<file path="src/rtl/cache_param_pkg.sv">
// Shared far-memory request types and sizing constants for the cache controller.
package cache_param_pkg;

  localparam int NUM_TQ_ENTRY = 8;
  localparam int FM_WR_DEPTH  = 4;
  localparam int TQ_ID_W      = $clog2(NUM_TQ_ENTRY);
  localparam int FM_ADDR_W    = 32;
  localparam int FM_DATA_W    = 64;
  // 64-byte cache lines: a line is identified by address[MSB_TAG:LSB_SET].
  localparam int MSB_TAG      = FM_ADDR_W - 1;
  localparam int LSB_SET      = 6;
  localparam int FM_LINE_W    = MSB_TAG - LSB_SET + 1;

  typedef enum logic [1:0] {
    NOP_OP = 2'd0,
    RD_OP  = 2'd1,
    WR_OP  = 2'd2
  } t_fm_opcode;

  typedef struct packed {
    logic                 valid;
    logic [TQ_ID_W-1:0]   tq_id;
    logic [FM_ADDR_W-1:0] address;
  } t_fm_rd_req;

  typedef struct packed {
    logic                 valid;
    logic [FM_ADDR_W-1:0] address;
    logic [FM_DATA_W-1:0] data;
  } t_fm_wr_req;

  typedef struct packed {
    logic                 valid;
    t_fm_opcode           opcode;
    logic [TQ_ID_W-1:0]   tq_id;
    logic [FM_ADDR_W-1:0] address;
    logic [FM_DATA_W-1:0] data;
  } t_fm_req;

  typedef struct packed {
    logic [TQ_ID_W-1:0]   tq_id;
    logic [FM_ADDR_W-1:0] address;
  } t_fm_rd_ent;

  typedef struct packed {
    logic [FM_ADDR_W-1:0] address;
    logic [FM_DATA_W-1:0] data;
  } t_fm_wr_ent;

endpackage

</file>
<file path="src/rtl/cache_fm_fifo.sv">
// Generic power-of-two circular FIFO; also exposes a key slice and a valid bit
// for every slot so the owner can snoop buffered entries.
module cache_fm_fifo #(
  parameter int WIDTH   = 8,
  parameter int DEPTH   = 4,
  parameter int KEY_LSB = 0,
  parameter int KEY_W   = 1,
  localparam int PTR_W  = $clog2(DEPTH),
  localparam int CNT_W  = $clog2(DEPTH + 1)
) (
  input  logic                        clk_i,
  input  logic                        rst_i,
  input  logic                        push_i,
  input  logic [WIDTH-1:0]            din_i,
  input  logic                        pop_i,
  output logic [WIDTH-1:0]            dout_o,
  output logic                        full_o,
  output logic                        empty_o,
  output logic [CNT_W-1:0]            count_o,
  output logic [DEPTH-1:0][KEY_W-1:0] keys_o,
  output logic [DEPTH-1:0]            slot_vld_o
);

  logic [DEPTH-1:0][WIDTH-1:0] mem_q;
  logic [PTR_W-1:0]            wr_ptr_q, wr_ptr_d;
  logic [PTR_W-1:0]            rd_ptr_q, rd_ptr_d;
  logic [CNT_W-1:0]            count_q, count_d;
  logic                        push_ok;
  logic                        pop_ok;

  assign full_o  = (count_q == CNT_W'(DEPTH));
  assign empty_o = (count_q == '0);
  assign count_o = count_q;
  assign dout_o  = mem_q[rd_ptr_q];

  // A push into a full FIFO is legal when the head leaves in the same cycle.
  assign push_ok = push_i && (!full_o || pop_i);
  assign pop_ok  = pop_i && !empty_o;

  always_comb begin
    wr_ptr_d = wr_ptr_q + PTR_W'(push_ok);
    rd_ptr_d = rd_ptr_q + PTR_W'(pop_ok);
    count_d  = count_q + CNT_W'(push_ok) - CNT_W'(pop_ok);
  end

  always_comb begin
    logic [PTR_W-1:0] offs;
    offs = '0;
    for (int i = 0; i < DEPTH; i++) begin
      offs          = PTR_W'(i) - rd_ptr_q;
      keys_o[i]     = mem_q[i][KEY_LSB +: KEY_W];
      slot_vld_o[i] = (CNT_W'(offs) < count_q);
    end
  end

  always_ff @(posedge clk_i) begin
    if (rst_i) begin
      wr_ptr_q <= '0;
      rd_ptr_q <= '0;
      count_q  <= '0;
    end else begin
      wr_ptr_q <= wr_ptr_d;
      rd_ptr_q <= rd_ptr_d;
      count_q  <= count_d;
    end
  end

  always_ff @(posedge clk_i) begin
    if (!rst_i && push_ok) begin
      mem_q[wr_ptr_q] <= din_i;
    end
  end

endmodule

</file>
<file path="src/rtl/cache_fm_req_arb.sv">
// Far-memory request arbiter: read-miss and write-back buffers feeding one
// registered request port. CACHE_FM_RAW_CHECK_EN selects RAW-checked read priority.
module cache_fm_req_arb
  import cache_param_pkg::*;
#(
  parameter int WR_DEPTH     = FM_WR_DEPTH,
  parameter int RD_DEPTH     = NUM_TQ_ENTRY,
  parameter int STARVE_LIMIT = 4
) (
  input  logic       Clk,
  input  logic       Rst,
  input  t_fm_rd_req fm_rd_req_in,
  input  t_fm_wr_req fm_wr_req_in,
  output logic       rd_buf_full,
  output logic       wr_buf_full,
  output t_fm_req    fm_req_out,
  input  logic       fm_req_ready,
  output logic       overflow_err
);

  localparam int RD_CNT_W = $clog2(RD_DEPTH + 1);
  localparam int WR_CNT_W = $clog2(WR_DEPTH + 1);
  localparam int STV_W    = $clog2(STARVE_LIMIT + 1);

  t_fm_req    fm_req_q, fm_req_d;
  logic       overflow_q, overflow_d;
  logic [STV_W-1:0] starve_q, starve_d;

  t_fm_rd_ent rd_din, rd_dout, rd_head;
  t_fm_wr_ent wr_din, wr_dout, wr_head;
  logic       rd_full, rd_empty, wr_full, wr_empty;
  logic       rd_push_v, wr_push_v;
  logic       rd_avail, wr_avail;
  logic       rd_grant, wr_grant;
  logic       rd_fifo_push, rd_fifo_pop, wr_fifo_push, wr_fifo_pop;
  logic       out_load;

  logic [RD_CNT_W-1:0]                rd_unused_count;
  logic [WR_CNT_W-1:0]                wr_unused_count;
  logic [RD_DEPTH-1:0][FM_LINE_W-1:0] rd_unused_keys;
  logic [RD_DEPTH-1:0]                rd_unused_vld;
  logic [WR_DEPTH-1:0][FM_LINE_W-1:0] wr_keys;
  logic [WR_DEPTH-1:0]                wr_slot_vld;

  assign rd_push_v = fm_rd_req_in.valid;
  assign wr_push_v = fm_wr_req_in.valid;
  assign rd_din    = '{tq_id: fm_rd_req_in.tq_id, address: fm_rd_req_in.address};
  assign wr_din    = '{address: fm_wr_req_in.address, data: fm_wr_req_in.data};

  // An empty buffer forwards its incoming push straight to arbitration so a
  // request reaches the output register one cycle after it is presented.
  assign rd_avail = !rd_empty || rd_push_v;
  assign wr_avail = !wr_empty || wr_push_v;
  assign rd_head  = rd_empty ? rd_din : rd_dout;
  assign wr_head  = wr_empty ? wr_din : wr_dout;

  assign out_load = !fm_req_q.valid || fm_req_ready;

  assign rd_fifo_pop  = rd_grant && !rd_empty;
  assign wr_fifo_pop  = wr_grant && !wr_empty;
  assign rd_fifo_push = rd_push_v && !(rd_grant && rd_empty);
  assign wr_fifo_push = wr_push_v && !(wr_grant && wr_empty);

  cache_fm_fifo #(
    .WIDTH   ($bits(t_fm_rd_ent)),
    .DEPTH   (RD_DEPTH),
    .KEY_LSB (LSB_SET),
    .KEY_W   (FM_LINE_W)
  ) u_rd_fifo (
    .clk_i      (Clk),
    .rst_i      (Rst),
    .push_i     (rd_fifo_push),
    .din_i      (rd_din),
    .pop_i      (rd_fifo_pop),
    .dout_o     (rd_dout),
    .full_o     (rd_full),
    .empty_o    (rd_empty),
    .count_o    (rd_unused_count),
    .keys_o     (rd_unused_keys),
    .slot_vld_o (rd_unused_vld)
  );

  cache_fm_fifo #(
    .WIDTH   ($bits(t_fm_wr_ent)),
    .DEPTH   (WR_DEPTH),
    .KEY_LSB (FM_DATA_W + LSB_SET),
    .KEY_W   (FM_LINE_W)
  ) u_wr_fifo (
    .clk_i      (Clk),
    .rst_i      (Rst),
    .push_i     (wr_fifo_push),
    .din_i      (wr_din),
    .pop_i      (wr_fifo_pop),
    .dout_o     (wr_dout),
    .full_o     (wr_full),
    .empty_o    (wr_empty),
    .count_o    (wr_unused_count),
    .keys_o     (wr_keys),
    .slot_vld_o (wr_slot_vld)
  );

`ifdef CACHE_FM_RAW_CHECK_EN
  logic raw_hit;

  // Any older write to the read head's line (buffered, arriving, or sitting
  // un-handshaken in the output register) must reach far memory first.
  always_comb begin
    raw_hit = 1'b0;
    for (int i = 0; i < WR_DEPTH; i++) begin
      if (wr_slot_vld[i] && (wr_keys[i] == rd_head.address[MSB_TAG:LSB_SET])) begin
        raw_hit = 1'b1;
      end
    end
    if (wr_push_v && (fm_wr_req_in.address[MSB_TAG:LSB_SET] == rd_head.address[MSB_TAG:LSB_SET])) begin
      raw_hit = 1'b1;
    end
    if (fm_req_q.valid && (fm_req_q.opcode == WR_OP) &&
        (fm_req_q.address[MSB_TAG:LSB_SET] == rd_head.address[MSB_TAG:LSB_SET])) begin
      raw_hit = 1'b1;
    end
  end

  always_comb begin
    rd_grant = 1'b0;
    wr_grant = 1'b0;
    if (out_load) begin
      if (wr_avail && (!rd_avail || (starve_q == STV_W'(STARVE_LIMIT)) || raw_hit)) begin
        wr_grant = 1'b1;
      end else if (rd_avail && !raw_hit) begin
        rd_grant = 1'b1;
      end
    end
  end

  always_comb begin
    starve_d = starve_q;
    if (wr_grant || !wr_avail) begin
      starve_d = '0;
    end else if (rd_grant) begin
      starve_d = starve_q + STV_W'(1);
    end
  end
`else
  logic unused_wr_snoop;

  always_comb begin
    rd_grant = 1'b0;
    wr_grant = 1'b0;
    if (out_load) begin
      if (wr_avail) begin
        wr_grant = 1'b1;
      end else if (rd_avail) begin
        rd_grant = 1'b1;
      end
    end
  end

  assign starve_d        = '0;
  assign unused_wr_snoop = ^{wr_keys, wr_slot_vld, starve_q};
`endif

  always_comb begin
    fm_req_d = fm_req_q;
    if (out_load) begin
      fm_req_d = '0;
      if (rd_grant) begin
        fm_req_d.valid   = 1'b1;
        fm_req_d.opcode  = RD_OP;
        fm_req_d.tq_id   = rd_head.tq_id;
        fm_req_d.address = rd_head.address;
      end else if (wr_grant) begin
        fm_req_d.valid   = 1'b1;
        fm_req_d.opcode  = WR_OP;
        fm_req_d.address = wr_head.address;
        fm_req_d.data    = wr_head.data;
      end
    end
  end

  always_comb begin
    overflow_d = overflow_q;
    if ((rd_push_v && rd_full && !rd_fifo_pop) || (wr_push_v && wr_full && !wr_fifo_pop)) begin
      overflow_d = 1'b1;
    end
  end

  always_ff @(posedge Clk) begin
    if (Rst) begin
      fm_req_q   <= '0;
      overflow_q <= 1'b0;
      starve_q   <= '0;
    end else begin
      fm_req_q   <= fm_req_d;
      overflow_q <= overflow_d;
      starve_q   <= starve_d;
    end
  end

  assign fm_req_out   = fm_req_q;
  assign overflow_err = overflow_q;
  assign rd_buf_full  = rd_full;
  assign wr_buf_full  = wr_full;

endmodule

</file>
<file path="config.mk">
export PLATFORM = sky130hd
export DESIGN_NAME = cache_fm_req_arb
export DESIGN_NICKNAME = d
export VERILOG_FILES = /design/src/rtl/cache_param_pkg.sv /design/src/rtl/cache_fm_fifo.sv /design/src/rtl/cache_fm_req_arb.sv
export SDC_FILE = /design/constraint.sdc
export NUM_CORES = 1
export LEC_CHECK = 0
export CAP_MARGIN = 10
export CORE_MARGIN = 2
export CORE_UTILIZATION = 53
export DETAILED_ROUTE_END_ITERATION = 10
export HOLD_SLACK_MARGIN = 0.03
export PLACE_DENSITY = 0.84
export SLEW_MARGIN = 40
export SYNTH_ARGS = -nofsm -noshare
export SYNTH_HDL_FRONTEND = slang
export SYNTH_HIERARCHICAL = 1
export SYNTH_SLANG_ARGS = --single-unit
</file>
<file path="constraint.sdc">
create_clock -name Clk -period 16.85 [get_ports Clk]
set_clock_uncertainty 0.15 [all_clocks]
set_input_delay 5.055 -clock Clk [delete_from_list [all_inputs] [get_ports Clk]]
set_output_delay 5.055 -clock Clk [all_outputs]
set_load 0.01 [all_outputs]
</file>
==> results of run 1 <==
==> metal layers <==
| metal | share of wire | up-vias |
|---|---|---|
| met4 | 0.025 | 4 |
| met3 | 0.090 | 123 |
| met1 | 0.39 | 8486 |
| met5 | 0.00031 | - |
| li1 | - | 7064 |
| met2 | 0.49 | 857 |
==> final cells by class <==
class                   instances  share of cell area
inverters                      12             0.00131
diodes                          6            0.000415
clock buffers                 115              0.0634
well taps                     756              0.0261
clock inverters                34             0.00860
multi-input cells             703               0.205
repair buffers                279              0.0776
flip-flops and latches        784               0.617
==> stage by stage <==
step	utilization	setup slack (ns)
after detailed placement	0.593	7.95
final	0.640	8.65
after CTS	0.639	8.58
after global placement	0.590	8.06
after floorplan	-	0.102
after global routing	0.639	8.43
==> power by group <==
group          total [mW]  internal [mW]  switching, mW
registers            2.39           2.28          0.108
clock network        1.74           1.03          0.709
logic                1.29          0.582          0.707
total                5.42           3.89           1.52
==> flip-flops by register name (all words and copies together), names as in the netlist <==
name / cells
u_rd_fifo/rd_ptr_q: 3
u_rd_fifo/wr_ptr_q: 3
u_wr_fifo/wr_ptr_q: 2
u_rd_fifo/keys_o: 208
u_wr_fifo/rd_ptr_q: 2
u_wr_fifo/keys_o: 104
fm_req_out: 102
u_wr_fifo/count_o: 3
u_rd_fifo/count_o: 4
u_wr_fifo/mem_q: 280
u_rd_fifo/mem_q: 72
overflow_err: 1
==> worst paths after layout <==
| kind | slack [ns] | start | end |
|---|---|---|---|
| setup reg to reg | 13.07 | fm_req_out[101] | u_rd_fifo/keys_o[199] |
| hold / removal | 0.34 | fm_req_out[99] | fm_req_out[99] |
| hold reg to reg | 0.34 | fm_req_out[99] | fm_req_out[99] |
| setup / recovery | 8.65 | fm_req_ready | u_wr_fifo/mem_q[321] |
==> worst max-delay path, cell delays in order <==
cell,delay (ns)
clkdlybuf4s50_1,0.56
nand2b_4,0.40
a21boi_0,0.46
nand2b_1,0.24
nor3_2,0.20
buf_4,0.57
buf_4,0.75
==> impl_metrics.py, run 1 <==
metrics = {
    "critical_path": {
        "r2r_cells": 7,
        "worstPathArrival_ns": 8.29,
        "start_kind": "primary input",
        "worst-setup-path-type": "in -> reg",
        "worstPathRequired_ns": 16.93,
        "end_kind": "flop",
        "crit_fanout": 55,
    },
    "cts": {
        "insertion_delay_ns": 0.61,
        "clock_path_buffers": 3,
        "numCtsBuffers": 80,
        "ctsResizeCount": 0,
        "cts_tree": "yes",
        "post-cts-setup-buffer-count": 0,
        "ctsHtreeMaxLevel": 3,
        "cts_hold_buf": 0,
        "cts_root_buffer": "clkbuf_16",
        "cts_sinks": 784,
        "cts.clk_slew.worst_paths_ns": 0.06,
    },
    "timing": {
        "hold_ws_ns": 0.344,
        "min_period_ns": 8.20,
        "setup-tns-final_ns": 0,
        "slew_viol_final": 0,
        "worst_pin_slew_ns": 0.843,
        "rsz0062_at_grt": "false",
        "hold_viol_final": 0,
        "fmax_ghz": 0.122,
        "max-slew-margin-rel": 0.438,
        "post-route-period-util": 0.487,
        "setup-violations-final": 0,
    },
    "route": {
        "drt-vias-per-instance": 6.15,
        "drtPass1Iterations": 5,
        "first_iter_violations": 1624,
        "drc": 0,
        "wirelength_um": 70400,
        "ant_nets": 0,
        "num_vias": 16500,
        "routedWlPerCell_um": 26.2,
    },
    "yosys": {
        "syn_nets": 1759,
        "synth_area_um2": 30400,
        "synth_cells": 1609,
        "avgSynthCellArea_um2": 18.9,
        "ys_warn_count": 6,
    },
    "placed_design": {
        "dp.cells": 2534,
        "placed_cell_area_um2": 33600,
        "io_buffers": 240,
        "place_congestion": 0.794,
        "place_hpwl_um": 42000,
    },
    "job": {
        "maxCapViolCount": 0,
    },
    "final_layout": {
        "design_area_um2": 36200,
        "final_common_cell": "edfxtp_1",
        "final_cell_mix": "edfxtp_1 (664), clkdlybuf4s50_1 (239), mux4_2 (158)",
        "multi_input_area_um2": 7430,
        "regArea_um2": 22400,
        "syn2layout_area_growth_pct": 19.0,
        "final.fill_count": 3698,
        "fin_nets": 2010,
        "drive_gt1_frac": 0.197,
        "fin_cells": 2689,
    },
    "global_routing": {
        "grt-ovfl-total": 0,
        "grt_pass1_wl_um": 106000,
        "met3_usage": 0.0508,
        "grtUsageMet2": 0.380,
        "grt.busiest_layer": "met2",
        "grt_pass1_vias": 17000,
        "grt_max_degree": 81,
        "grtUsageMet1": 0.330,
        "grt_antenna_before_repair": 7,
        "gr-usage-all-layers": 0.237,
    },
    "floorplan": {
        "fp.dieW_um": 244,
        "coreArea_um2": 56600,
        "die-area_um2": 59400,
        "placementRows": 87,
        "fp.dieH_um": 244,
        "ios": 241,
        "start_util": 0.538,
    },
    "pwr": {
        "p_leak_nw": 11.7,
        "power_density_nw_per_um2": 150,
        "peakVddDrop_mv": 0.113,
        "report.power.total_mw": 5.42,
    },
    "hold_path": {
        "worstHoldPathCells": 2,
        "min_path_type": "reg -> reg",
    },
    "outcome": {
        "outcome": "complete, no violations",
    },
}
Note: power is estimated with default switching activity, not from simulation.
==> inputs of run 2 (changes only) <==
- clock period: 16.85 -> 6.8 ns (I/O delays scaled with it)
==> run 2 against run 1 <==
Compared with the run above: sequential share of layout area down 0.064 points; clock power is 150% higher; routed wire length shrank 0.97%; via count rose by 0.68%; critical endpoint is now u_wr_fifo/mem_q[204]; highest routed layer unchanged.
==> impl_metrics.py, run 2 (same netlist as run 1, synthesis figures left out) <==
metrics = {
    "outcome": {
        "outcome": "complete, no violations",
    },
    "cts": {
        "numCtsBuffers": 77,
        "cts_sinks": 784,
        "clock_path_buffers": 3,
        "cts.clk_slew.worst_paths_ns": 0.06,
        "insertion_delay_ns": 0.63,
        "cts_root_buffer": "clkbuf_16",
        "cts_tree": "yes",
        "ctsHtreeMaxLevel": 3,
        "post-cts-setup-buffer-count": 0,
        "cts_hold_buf": 0,
        "ctsResizeCount": 0,
    },
    "final_layout": {
        "fin_cells": 2681,
        "largest_reg_flops": 280,
        "final_cell_mix": "edfxtp_1 (664), clkdlybuf4s50_1 (239), mux4_2 (158)",
        "multi_input_area_um2": 7480,
        "regMostFlops": "u_wr_fifo/mem_q",
        "fin_util": 0.640,
        "final.fill_count": 3656,
        "regArea_um2": 22400,
        "drive_gt1_frac": 0.198,
        "syn2layout_area_growth_pct": 19.1,
        "final_common_cell": "edfxtp_1",
        "fin_nets": 2007,
    },
    "timing": {
        "min_period_ns": 4.80,
        "fmax_ghz": 0.208,
        "max-slew-margin-rel": 0.421,
        "slew_viol_final": 0,
        "post-route-period-util": 0.706,
        "setup_ws_ns": 2.00,
        "rsz0062_at_grt": "false",
        "setup-violations-final": 0,
        "worst_pin_slew_ns": 0.868,
        "hold_viol_final": 0,
    },
    "placed_design": {
        "place_congestion": 0.789,
        "dpl_worst_slack_ns": 1.43,
        "place_hpwl_um": 41000,
        "dp.cells": 2534,
        "io_buffers": 240,
    },
    "pwr": {
        "switchingPower_mw": 3.82,
        "seqPwrFrac": 0.446,
        "peakVddDrop_mv": 0.260,
        "p_leak_nw": 11.6,
        "power_density_nw_per_um2": 369,
        "p_comb_frac": 0.234,
        "pwr-share-clk": 0.320,
        "p_sw_frac": 0.285,
        "p_int_mw": 9.56,
    },
    "critical_path": {
        "crit_family": "simple AND/OR/NAND/NOR gates",
        "start_kind": "primary input",
        "cp_cell_sequence": "clkdlybuf4s50_1, nand2b_4, a21boi_0, nand2b_1, nor4b_4, buf_4, buf_12",
        "end_kind": "flop",
        "worst-setup-path-type": "in -> reg",
        "crit_fanout": 41,
        "worstPathRequired_ns": 6.95,
        "worstPathArrival_ns": 4.95,
        "crit_path_top_delay_cell": "nor4b_4",
        "path_buf_inv": 3,
        "cp_slowest_stage_delay_ns": 0.64,
    },
    "floorplan": {
        "fp.dieW_um": 244,
        "ios": 241,
        "placementRows": 87,
        "fp.dieH_um": 244,
        "coreArea_um2": 56600,
        "start_util": 0.538,
        "die-area_um2": 59400,
    },
    "route": {
        "drc": 0,
        "num_vias": 16600,
        "drt-vias-per-instance": 6.21,
        "routedWlPerCell_um": 26.0,
        "m1WireLength_um": 27000,
        "first_iter_violations": 1883,
        "wl_met3_um": 6710,
        "drtPass1Iterations": 5,
        "ant_nets": 0,
        "maxUsedRoutingLayer": "met5",
        "wl_met2_um": 34400,
        "wirelength_um": 69800,
    },
    "job": {
        "maxCapViolCount": 0,
    },
    "global_routing": {
        "grt_pass1_vias": 16900,
        "grt_pass1_wl_um": 105000,
        "grt_antenna_before_repair": 10,
        "grt_max_degree": 97,
        "grt-ovfl-total": 0,
        "gr-usage-all-layers": 0.235,
    },
    "hold_path": {
        "min_path_type": "reg -> reg",
    },
}
==> run 2: cell types whose count changed in the layout (fill, tap and decap cells not counted), moves of 3 or more <==
cell        before  now
clkinv_1        12    8
nor4_2           3    0
nor4_4           0    3
clkbuf_8        11    3
clkinv_8         0    4
clkinvlp_4       2    7
bufinv_16        5    8
buf_12           2    7
clkinv_2        10   14
inv_6            4    1
clkbuf_16       83   78
diode_2          6    3
buf_6            6    2
==> run 2: worst min-delay path, stage by stage, from the launching register on <==
cell and delay [ns]:
dfxtp_1 0.31, inv_1 0.05, a31oi_1 0.06
==> run 2: through the flow <==
stage	hold slack (ns)	setup TNS, ns	instance area [um^2]	power, mW
after floorplan	0.331	-672.99	30500	8.09
after global placement	0.311	0	33500	9.05
after detailed placement	0.313	0	33700	9.14
after CTS	0.323	0	36200	13.4
after global routing	0.356	0	36200	13.9
final	0.327	0	36200	13.4
==> run 2: worst paths after layout <==
check                        from  slack, ns  cells past startpoint                    to
max                  fm_req_ready       2.00                      7  u_wr_fifo/mem_q[204]
min                  overflow_err       0.33                      2          overflow_err
max reg2reg  u_rd_fifo/count_o[2]       3.29                     13  u_rd_fifo/count_o[1]
min reg2reg          overflow_err       0.33                      2          overflow_err
==> run 2: power groups by stage <==
stage / logic (mW) / registers [mW] / clock network [mW]
floorplan: 2.08 / 6.00 / 0
global placement: 3.01 / 6.03 / 0
detailed placement: 3.08 / 6.06 / 0
CTS: 3.13 / 5.97 / 4.35
global route: 3.34 / 6.00 / 4.52
finish: 3.13 / 5.96 / 4.28
==> run 2: layout make-up <==
class / instances / share of cell area
clock inverter: 43 / 0.0138
tap: 756 / 0.0261
multi-input combinational: 703 / 0.206
antenna: 3 / 0.000207
sequential: 784 / 0.617
timing repair buffer: 279 / 0.0784
clock buffer: 101 / 0.0571
inverter: 12 / 0.00131
==> run 2: routing by layer <==
layer	GRT usage	vias up
met4	0.0707	14
met3	0.0606	134
met2	0.378	914
met1	0.319	8531
li1	-	7054
met5	0	-
==> inputs of run 3 (changes only) <==
- clock period: 6.8 -> 4.15 ns (I/O delays scaled with it)
==> run 3 against run 2 <==
Compared with the run above: non-clock buffer count rose by 27; critical path depth fell by 5; cell count rose by 1.2%; routed wire length rose by 0.78%; via count rose by 1.2%; clock-buffer cell count rose by 21; sequential power rose by 63%; first-iteration DRC count fell by 15%; critical path type is now reg -> out.
==> impl_metrics.py, run 3 (same netlist as run 1, synthesis figures left out) <==
metrics = {
    "pwr": {
        "p_leak_nw": 11.9,
        "peakVddDrop_mv": 0.423,
        "power_density_nw_per_um2": 602,
    },
    "placed_design": {
        "dp.cells": 2559,
        "io_buffers": 240,
        "place_congestion": 0.792,
        "dpl_worst_slack_ns": -0.00794,
        "place_hpwl_um": 41300,
    },
    "route": {
        "first_iter_violations": 1594,
        "num_vias": 16800,
        "drtPass1Iterations": 5,
        "ant_nets": 0,
        "wirelength_um": 70300,
        "drt-vias-per-instance": 6.21,
        "drc": 0,
        "routedWlPerCell_um": 25.9,
    },
    "floorplan": {
        "ios": 241,
        "fp.dieW_um": 244,
        "coreArea_um2": 56600,
        "fp.dieH_um": 244,
        "placementRows": 87,
        "die-area_um2": 59400,
        "start_util": 0.538,
    },
    "timing": {
        "setup_ws_ns": 0.391,
        "slew_viol_final": 0,
        "hold_viol_final": 0,
        "setup-violations-final": 0,
        "rsz0062_at_grt": "false",
        "worst_pin_slew_ns": 0.859,
        "hold_ws_ns": 0.361,
        "min_period_ns": 3.76,
        "post-route-period-util": 0.906,
        "fmax_ghz": 0.266,
        "setup-tns-final_ns": 0,
        "max-slew-margin-rel": 0.426,
    },
    "critical_path": {
        "end_kind": "output port",
        "path_buf_inv": 1,
        "crit_fanout": 5,
        "cp_slowest_stage_delay_ns": 0.69,
        "worstPathRequired_ns": 2.75,
        "crit_start": "u_wr_fifo/count_o[2]",
        "timing.rr.start": "u_wr_fifo/count_o[1]",
        "crit_path_top_delay_cell": "clkdlybuf4s50_1",
        "crit_family": "buffers and inverters",
        "r2r_cells": 10,
        "worstPathArrival_ns": 2.36,
        "worst-setup-path-type": "reg -> out",
        "start_kind": "flop",
        "r2r-end": "u_rd_fifo/keys_o[33]",
        "reg2reg_slack_ns": 0.99,
        "cp_cell_sequence": "nor3b_1, clkdlybuf4s50_1",
    },
    "cts": {
        "cts_root_buffer": "clkbuf_16",
        "cts.clk_slew.worst_paths_ns": 0.06,
        "post-cts-setup-buffer-count": 0,
        "cts_hold_buf": 0,
        "clock_path_buffers": 3,
        "cts_tree": "yes",
        "ctsHtreeMaxLevel": 3,
        "numCtsBuffers": 80,
        "ctsResizeCount": 0,
        "cts_sinks": 784,
        "insertion_delay_ns": 0.61,
    },
    "final_layout": {
        "drive_gt1_frac": 0.209,
        "final_cell_mix": "edfxtp_1 (664), clkdlybuf4s50_1 (239), mux4_2 (158)",
        "syn2layout_area_growth_pct": 20.7,
        "final.fill_count": 3658,
        "fin_nets": 2037,
        "largest_reg_flops": 280,
        "fin_cells": 2714,
        "fin_util": 0.649,
        "regMostFlops": "u_wr_fifo/mem_q",
        "final_common_cell": "edfxtp_1",
    },
    "global_routing": {
        "grt-ovfl-total": 0,
        "grt_antenna_before_repair": 10,
        "grt_pass1_wl_um": 106000,
        "grt_max_degree": 102,
        "gr-usage-all-layers": 0.237,
        "grt_pass1_vias": 17400,
    },
    "hold_path": {
        "min_path_type": "reg -> reg",
        "worstHoldPathCells": 2,
        "min-delay-start": "fm_req_out[40]",
        "hold_end": "fm_req_out[40]",
    },
    "job": {
        "maxCapViolCount": 0,
    },
    "outcome": {
        "outcome": "complete, no violations",
    },
}
-- run 3: worst reg2reg max path, delay by kind of cell (launching register included) --
kind	cells	cell delay, ns
and+or+nand+nor	7	1.70
buffers and inverters	3	0.62
DFF	1	0.37
-- run 3: power by group --
group	switching (mW)	internal, mW
combinational	2.86	2.49
clock	2.92	4.12
sequential	0.476	9.27
-- run 3: routing by layer --
metal,vias up,part of all wire,wire length (um),track usage
li1,7111,-,-,-
met1,8720,0.39,27400,0.317
met2,848,0.49,34600,0.384
met3,153,0.092,6480,0.0623
met4,16,0.024,1690,0.0699
met5,-,0.0015,107,0
-- run 3: layout make-up --
cell class	instances	area, um^2	area share
Clock buffer	122	2320	0.0632
Timing Repair Buffer	306	3310	0.0900
Multi-Input combinational cell	703	7510	0.204
Tap cell	756	946	0.0257
Inverter	12	47.5	0.00129
Clock inverter	27	246	0.00671
Sequential cell	784	22400	0.608
Antenna cell	4	10.0	0.000272
-- run 3: worst max-delay path by stage --
stage,end,depth (start not counted)
final,wr_buf_full,2
after global placement,u_rd_fifo/count_o[1],12
after floorplan,u_wr_fifo/keys_o[26],7
after detailed placement,u_rd_fifo/keys_o[34],9
after global routing,wr_buf_full,2
after CTS,wr_buf_full,2
-- run 3: metrics by stage --
step	instance area, um^2	total power [mW]
2_1_floorplan	30600	13.3
3_3_place_gp	34000	15.0
3_5_place_dp	34100	15.2
4_1_cts	36700	22.3
5_1_grt	36700	23.0
6_report	36700	22.1
